--- src/rtl/accum_datapath.sv ---
// Execution datapath for the accumulator machine: PC, IR, 16-entry register file,
// accumulator, ALU and Z/C flags, all driven by the instruction controller's strobes.
module accum_datapath #(
  parameter int DW  = 8,
  parameter int PCW = 8
) (
  input  logic           clk,
  input  logic           CLB,
  input  logic           LoadIR,
  input  logic           IncPC,
  input  logic           selPC,
  input  logic           LoadPC,
  input  logic           LoadReg,
  input  logic           LoadAcc,
  input  logic [1:0]     SelAcc,
  input  logic [3:0]     SelALU,
  input  logic [7:0]     pmem_data,
  output logic [PCW-1:0] pmem_addr,
  output logic [7:0]     I,
  output logic           zout,
  output logic           cout,
  output logic [DW-1:0]  acc_out
);

  logic [PCW-1:0] pc_q, pc_d;
  logic [7:0]     ir_q, ir_d;
  logic [DW-1:0]  acc_q, acc_d;
  logic           z_q, z_d;
  logic           c_q, c_d;
  logic [DW-1:0]  rf_q [16];

  logic [3:0]     op_field_s;
  logic [DW-1:0]  reg_rd_s;
  logic [DW:0]    alu_s;

  assign op_field_s = ir_q[7:4];
  assign reg_rd_s   = rf_q[op_field_s];

  // ALU: bit DW of the 9-bit result is the carry, or the borrow for SUB
  always_comb begin
    alu_s = {1'b0, acc_q};
    case (SelALU)
      4'h0:    alu_s = {1'b0, reg_rd_s};
      4'h1:    alu_s = {1'b0, acc_q} + {1'b0, reg_rd_s};
      4'h2:    alu_s = {1'b0, acc_q} - {1'b0, reg_rd_s};
      4'h3:    alu_s = {1'b0, ~(acc_q | reg_rd_s)};
      4'h4:    alu_s = {acc_q[DW-1], acc_q[DW-2:0], 1'b0};
      4'h5:    alu_s = {acc_q[0], 1'b0, acc_q[DW-1:1]};
      default: alu_s = {1'b0, acc_q};
    endcase
  end

  // Next-state for PC, IR, ACC and flags; a jump beats an increment
  always_comb begin
    pc_d  = pc_q;
    ir_d  = ir_q;
    acc_d = acc_q;
    z_d   = z_q;
    c_d   = c_q;

    if (LoadPC) begin
      if (selPC) begin
        pc_d = pc_q + {{(PCW-4){op_field_s[3]}}, op_field_s};
      end else begin
        pc_d = {{(PCW-4){1'b0}}, op_field_s};
      end
    end else if (IncPC) begin
      pc_d = pc_q + {{(PCW-1){1'b0}}, 1'b1};
    end else begin
      pc_d = pc_q;
    end

    if (LoadIR) begin
      ir_d = pmem_data;
    end else begin
      ir_d = ir_q;
    end

    if (LoadAcc) begin
      case (SelAcc)
        2'b00: acc_d = reg_rd_s;
        2'b01: begin
          acc_d = alu_s[DW-1:0];
          z_d   = (alu_s[DW-1:0] == {DW{1'b0}});
          c_d   = alu_s[DW];
        end
        2'b10: acc_d = {{(DW-4){1'b0}}, op_field_s};
        2'b11: acc_d = acc_q;
        default: acc_d = acc_q;
      endcase
    end else begin
      acc_d = acc_q;
    end
  end

  // State registers; CLB discards every pending load in the same edge
  always_ff @(posedge clk) begin
    if (CLB) begin
      pc_q  <= {PCW{1'b0}};
      ir_q  <= 8'h00;
      acc_q <= {DW{1'b0}};
      z_q   <= 1'b0;
      c_q   <= 1'b0;
    end else begin
      pc_q  <= pc_d;
      ir_q  <= ir_d;
      acc_q <= acc_d;
      z_q   <= z_d;
      c_q   <= c_d;
    end
  end

  // Register file write port; the stored value is the pre-edge accumulator
  always_ff @(posedge clk) begin
    if (CLB) begin
      for (int k = 0; k < 16; k++) begin
        rf_q[k] <= {DW{1'b0}};
      end
    end else if (LoadReg) begin
      rf_q[op_field_s] <= acc_q;
    end else begin
      rf_q[op_field_s] <= rf_q[op_field_s];
    end
  end

  assign pmem_addr = pc_q;
  assign I         = ir_q;
  assign zout      = z_q;
  assign cout      = c_q;
  assign acc_out   = acc_q;

endmodule

--- config.mk ---
export PLATFORM = sky130hd
export DESIGN_NAME = accum_datapath
export DESIGN_NICKNAME = d
export VERILOG_FILES = /design/src/rtl/accum_datapath.sv
export SDC_FILE = /design/constraint.sdc
export NUM_CORES = 1
export LEC_CHECK = 0
export BUFFER_PORTS_ARGS = -buffer_cell sky130_fd_sc_hd__buf_2
export CORE_MARGIN = 2
export CORE_UTILIZATION = 26
export CTS_CLUSTER_SIZE = 8
export DETAILED_ROUTE_END_ITERATION = 8
export PLACE_DENSITY = 0.4
export RECOVER_POWER = 50
export SKIP_CTS_REPAIR_TIMING = 1
export SYNTH_ARGS = -nofsm -noshare
export SYNTH_HDL_FRONTEND = slang
export SYNTH_SLANG_ARGS = --single-unit
--- constraint.sdc ---
create_clock -name clk -period 4.7 [get_ports clk]
set_input_delay 0.705 -clock clk [delete_from_list [all_inputs] [get_ports clk]]
set_output_delay 0.705 -clock clk [all_outputs]
set_load 0.05 [all_outputs]
==> reports/qor.csv, run 1 <==
stage,metric,value,unit
critical_path,cp.required,5.04,ns
place,gp_congestion,0.810,
grt,grtUsageTotal,0.148,
grt,antenna_found_initial,0,
grt,grt_start_max_net_pins,27,
logic_synthesis,synth_nets,785,
critical_path,path_class,flop to flop,
place,hpwl,17300,microns
floorplanning,start_util,0.265,
grt,grt_pass1_vias,5801,
place,numPortBuffers,47,
worst_hold_path,hp-class,flop to flop,
logic_synthesis,synth_flop_cell,edfxtp_1,
final_layout,final_common_cell,nor2_1,
timing,setup_tns,0,ns
logic_synthesis,ys_ff_latch,158,
logic_synthesis,yosysTopAreaCellShare,0.458,
timing,hold_viol,0,
clock_tree,clkLatencyLatePin,0.43,ns
timing,setup_viol,0,
final_layout,final_cell_mix,"184 x nor2_1, 128 x edfxtp_1, 53 x nand2_1",
final_layout,drive_above_1_share,0.132,
logic_synthesis,yosysSeqAreaShare,0.530,
clock_tree,cts_buffer_depth,2,
detailed_routing,first_pass_iters,5,
logic_synthesis,avgSynthCellArea,11.3,sq um
detailed_routing,drt.antenna.violating_nets,0,
critical_path,crit_arrival,4.63,ns
floorplanning,die_x,184,microns
detailed_routing,drcViolationCount,0,
floorplanning,num_io_pins,48,
clock_tree,cts.sinks,158,
detailed_routing,drt-total-wl,24300,microns
timing,rsz0062_at_grt,false,
timing,fin_crit,4.29,ns
timing,max_freq,233,MHz
job,cap_viol_max_count,0,
pwr,power,0.00367,W
final_layout,syn2layout_area_growth,14.4,%
logic_synthesis,synth_area,0.00839,sq mm
logic_synthesis,synth_cell_types,65,
pwr,leakage,3.45,nW
clock_tree,htreeDepth,4,
timing,clock_skew,0.0120,ns
clock_tree,tritoncts,done,
timing,slew_viol_final,0,
timing,worst_pin_slew,1.32,ns
logic_synthesis,synth.yosys.warnings,0,
final_layout,stdcell_count,1195,
logic_synthesis,synth_area_leaders,"edfxtp_1 46%, nor2_1 8.2%, dfxtp_1 7.2%",
clock_tree,cts_made_buffers,17,
final_layout,antenna_cells,0,
critical_path,cp_max_fo,22,
clock_tree,clkTransAtPathRegs,0.07,ns
pwr,ir_drop,0.250,mV
logic_synthesis,synth-edff-count,128,
clock_tree,cts_root_buf,clkbuf_16,
logic_synthesis,synthArstFlopShare,0,
floorplanning,core_area,0.0316,sq mm
place,dp.cells,1163,
final_layout,final_nets,825,
timing,finalCritPeriodShare,0.913,
floorplanning,die_y,184,microns
grt,overflow,0,
logic_synthesis,yosys.area.top_type,edfxtp_1,
timing,relSlewSlack,0.117,
floorplanning,row_count,65,
detailed_routing,drtIter0Drc,340,
logic_synthesis,syn_inst,740,
grt,grt_pass1_wl,36900,microns
detailed_routing,vias_per_cell,4.88,
critical_path,cp-start-kind,flop,
detailed_routing,wire_per_inst,20.3,microns
pwr,p_per_area,383,mW/mm^2
floorplanning,die_area,0.0337,sq mm
status,status,"finished, final reports clean",
detailed_routing,vias,5831,
critical_path,end_kind,flop,
==> routing by layer <==
| layer | routed length, microns | track usage | vias to the layer above |
|---|---|---|---|
| met5 | 0 | 0 | - |
| met4 | 445 | 0.0522 | 0 |
| met3 | 656 | 0.0190 | 19 |
| met2 | 11900 | 0.247 | 105 |
| met1 | 11300 | 0.199 | 2901 |
| li1 | - | - | 2806 |
==> critical path, stage by stage, from the launching register on <==
cell and delay (ns):
dfxtp_2 0.45, buf_12 0.23, mux4_1 0.57, a22oi_1 0.46
nand2_1 0.29, nor2_1 0.22, a21oi_1 0.11, xor2_1 0.18
ha_1 0.32, or4_1 0.51, a31oi_1 0.19, a21oi_1 0.12
nor4_1 0.30, nand3b_1 0.11, a21oi_1 0.13
==> stage by stage <==
step	setup slack [ns]	instance area (sq um)	hold slack, ns	utilization
floorplan	1.02	8390	0.671	-
CTS	0.417	9650	0.477	0.305
global placement	0.410	9070	0.466	0.287
detailed placement	0.446	9070	0.466	0.287
finish	0.408	9600	0.483	0.303
global route	0.0388	9600	0.514	0.303
==> Yosys cell counts (4+ instances only) <==
cell type	n
nor2_1	184
edfxtp_1	128
nand2_1	53
a21oi_1	34
dfxtp_1	30
clkbuf_1	28
mux2i_1	24
ha_1	21
mux4_2	20
inv_1	19
mux4_1	13
nand3_1	13
buf_2	12
o21ai_0	12
nor3_1	10
xnor2_1	10
xor2_1	10
a211oi_1	8
a221oi_1	7
a31oi_1	7
nor2b_1	7
nand4_1	6
and3_1	5
nand2b_1	5
a21oi_2	4
a22oi_1	4
==> worst paths after layout <==
kind,depth (start not counted),slack (ns),end,from
worst max register to register,14,0.41,zout,flop
worst min-delay path,2,0.48,zout,zout
worst max-delay path,14,0.41,zout,flop
worst min register to register,2,0.48,zout,zout
==> power by group <==
part	switching, W	leakage, nW	total (W)	internal, W
logic	0.000417	1.59	0.000646	0.000230
registers	0.0000557	1.57	0.00163	0.00157
clock network	0.000605	0.283	0.00140	0.000794
==> cell families after synthesis <==
kind of cell / Yosys count / share of synthesized area
muxes: 60 / 0.127
buffers and inverters: 66 / 0.0361
adders and majority gates: 23 / 0.0361
DFF: 158 / 0.530
xor gates and xnor gates: 20 / 0.0209
AOI/OAI and AO/OA: 116 / 0.101
and+or+nand+nor: 297 / 0.149
==> flip-flops by register name (all words and copies together), names as in the netlist, named ones only <==
| signal | count |
|---|---|
| pmem_addr | 8 |
| cout | 1 |
| acc_out | 8 |
| I | 8 |
| zout | 1 |
| rf_q | 128 |
==> final cells by class <==
| cell class | instances | area (sq um) |
|---|---|---|
| timing repair buffer | 67 | 342 |
| tap | 402 | 503 |
| inverter | 20 | 75.1 |
| multi-input combinational | 516 | 3640 |
| fill | 3256 | 22000 |
| clock buffer | 18 | 429 |
| clock inverter | 14 | 158 |
| sequential | 158 | 4450 |
Power figures use the tool's default switching activity.
==> run 2: changes to the inputs <==
--- a/config.mk
+++ b/config.mk
@@ -7,10 +7,10 @@
 export LEC_CHECK = 0
 export BUFFER_PORTS_ARGS = -buffer_cell sky130_fd_sc_hd__buf_2
 export CORE_MARGIN = 2
-export CORE_UTILIZATION = 26
+export CORE_UTILIZATION = 28
 export CTS_CLUSTER_SIZE = 8
 export DETAILED_ROUTE_END_ITERATION = 8
-export PLACE_DENSITY = 0.4
+export PLACE_DENSITY = 0.42
 export RECOVER_POWER = 50
 export SKIP_CTS_REPAIR_TIMING = 1
 export SYNTH_ARGS = -nofsm -noshare
==> run 2 against run 1 <==
Effect of this change: clock-buffer cell count fell by 1; highest routed layer unchanged; cell count fell by 1.3%; die area fell by 7.0%; maximum frequency fell by 2.4%; via count rose by 0.69%; non-clock buffer count fell by 3; clock skew fell by 0.0014 ns; critical path depth rose by 3; setup slack got worse by 0.11 ns; flip-flop and latch count did not move; combinational power barely moved.
==> reports/qor.csv, run 2 (synthesis gave the netlist of run 1 again) <==
stage,metric,value,unit,change
clock_tree,clkTransAtPathRegs,0.07,ns,about the same
detailed_routing,wire_per_inst,20.8,microns,+2.4%
clock_tree,clkLatencyLatePin,0.43,ns,about the same
final_layout,final_cell_mix,"184 x nor2_1, 128 x edfxtp_1, 53 x nand2_1",,
final_layout,largest_register_ffs,128,,unchanged
final_layout,final_nets,822,,-0.36%
final_layout,finish.instance_area,0.00959,sq mm,about the same
detailed_routing,drtIter0Drc,330,,-2.9%
timing,rsz0062_at_grt,false,,
timing,finalCritPeriodShare,0.936,,+0.0225
floorplanning,die_area,0.0314,sq mm,-7.0%
pwr,power,0.00371,W,+0.86%
grt,grt_pass1_vias,5902,,+1.7%
detailed_routing,first_pass_iters,5,,unchanged
floorplanning,core_area,0.0296,sq mm,-6.6%
grt,grt_pass1_wl,37500,microns,+1.6%
place,gp_congestion,0.839,,+3.5%
floorplanning,start_util,0.284,,+0.0186
pwr,ir_drop,0.208,mV,-17%
final_layout,final_common_cell,nor2_1,,
clock_tree,tritoncts,done,,
detailed_routing,vias,5871,,+0.69%
critical_path,path_class,flop to flop,,
place,numPortBuffers,47,,unchanged
clock_tree,cts_root_buf,clkbuf_16,,
job,cap_viol_max_count,0,,unchanged
timing,setup_viol,0,,unchanged
critical_path,cp.required,5.04,ns,about the same
timing,whs,0.475,ns,-0.00812 ns
detailed_routing,vias_per_cell,4.98,,+2.0%
critical_path,cp-start-kind,flop,,
place,hpwl,17000,microns,-1.8%
critical_path,end_kind,flop,,
timing,worst_pin_slew,1.31,ns,-0.00949 ns
final_layout,drive_above_1_share,0.130,,-0.00203
timing,fin_crit,4.40,ns,+0.106 ns
timing,hold_viol,0,,unchanged
pwr,leakage,3.45,nW,about the same
timing,setup_tns,0,ns,unchanged
grt,grt_start_max_net_pins,28,,+3.7%
clock_tree,cts.sinks,158,,unchanged
timing,slew_viol_final,0,,unchanged
detailed_routing,drcViolationCount,0,,unchanged
final_layout,syn2layout_area_growth,14.3,%,about the same
timing,max_freq,227,MHz,-2.4%
critical_path,cp_max_fo,27,,+23%
detailed_routing,drt.antenna.violating_nets,0,,unchanged
clock_tree,cts_buffer_depth,2,,unchanged
pwr,p_per_area,386,mW/mm^2,+0.94%
status,status,"finished, final reports clean",,
critical_path,path_cells,buf_12 -> mux4_1 -> a22oi_1 -> nand2_1 -> inv_2 -> ha_1 -> nand2_1 -> o21ai_0 -> fa_1 -> nand2b_1 -> a21oi_1 -> xor2_1 -> a221oi_1 -> a21oi_2 -> nor4_1 -> nand3b_1 -> a21oi_1,,
final_layout,fillers,3008,,-7.6%
final_layout,antenna_cells,0,,unchanged
place,postPlaceCellArea,0.00904,sq mm,-0.28%
floorplanning,row_count,63,,-3.1%
grt,antenna_found_initial,0,,unchanged
critical_path,slowest_delay,0.62,ns,+0.05 ns
critical_path,reg2reg_slack,0.30,ns,-0.11 ns
critical_path,crit_arrival,4.74,ns,+0.11 ns
floorplanning,die_y,177,microns,-3.6%
timing,relSlewSlack,0.124,,+0.00633
grt,overflow,0,,unchanged
clock_tree,htreeDepth,4,,unchanged
timing,clock_skew,0.0105,ns,-0.00145 ns
grt,grtUsageTotal,0.163,,+0.0145
critical_path,cpMaxStageDelayCell,mux4_1,,
clock_tree,cts_made_buffers,17,,unchanged
final_layout,top_register,rf_q,,
detailed_routing,drt-total-wl,24500,microns,+1.1%
floorplanning,die_x,177,microns,-3.6%
worst_hold_path,hp-class,flop to flop,,
floorplanning,num_io_pins,48,,unchanged
==> run 2: cell types whose count changed in the layout (fill, tap and decap cells not counted), sizes merged <==
cell	delta
clkinvlp	-1
buf	-2
inv	+2
clkbuf	-2
==> run 2: critical path: cells and delay by family, from the launching register on <==
kind	cells	cell delay, ns
AOI/OAI and AO/OA	6	1.17
and+or+nand+nor	5	0.94
adders and majority gates	2	0.71
muxes	1	0.62
buffers and inverters	2	0.37
DFF	1	0.34
xor gates and xnor gates	1	0.12
==> run 2: final cells by class <==
| class | instances | area (sq um) | area share |
|---|---|---|---|
| Inverter | 20 | 75.1 | 0.00783 |
| Tap cell | 390 | 488 | 0.0509 |
| Clock buffer | 17 | 425 | 0.0444 |
| Timing Repair Buffer | 64 | 335 | 0.0350 |
| Multi-Input combinational cell | 516 | 3640 | 0.380 |
| Clock inverter | 15 | 175 | 0.0183 |
| Sequential cell | 158 | 4450 | 0.464 |
==> run 2: worst paths after layout <==
kind,cells after the start,to,from
worst min-delay path,2,zout,zout
worst max register to register,17,zout,flop
worst min register to register,2,zout,zout
worst max-delay path,17,zout,flop
==> run 2: metal layers <==
metal | GRT usage | vias to the layer above | share of wire
li1 | - | 2790 | -
met1 | 0.229 | 2932 | 0.47
met2 | 0.258 | 126 | 0.48
met3 | 0.0251 | 23 | 0.041
met4 | 0.0489 | 0 | 0.016
met5 | 0 | - | 0
==> run 2: through the flow <==
stage                     utilization  setup WS, ns  instances
after floorplan                     -          1.02        740
after global placement          0.306         0.419       1148
after detailed placement        0.306         0.405       1148
after CTS                       0.326         0.384       1180
after global routing            0.324        0.0698       1180
final                           0.324         0.303       1180
==> run 2: where the power goes <==
| group | internal, W | leakage, nW | switching [W] |
|---|---|---|---|
| Combinational | 0.000227 | 1.58 | 0.000420 |
| Clock | 0.000802 | 0.291 | 0.000633 |
| Sequential | 0.00157 | 1.57 | 0.0000509 |
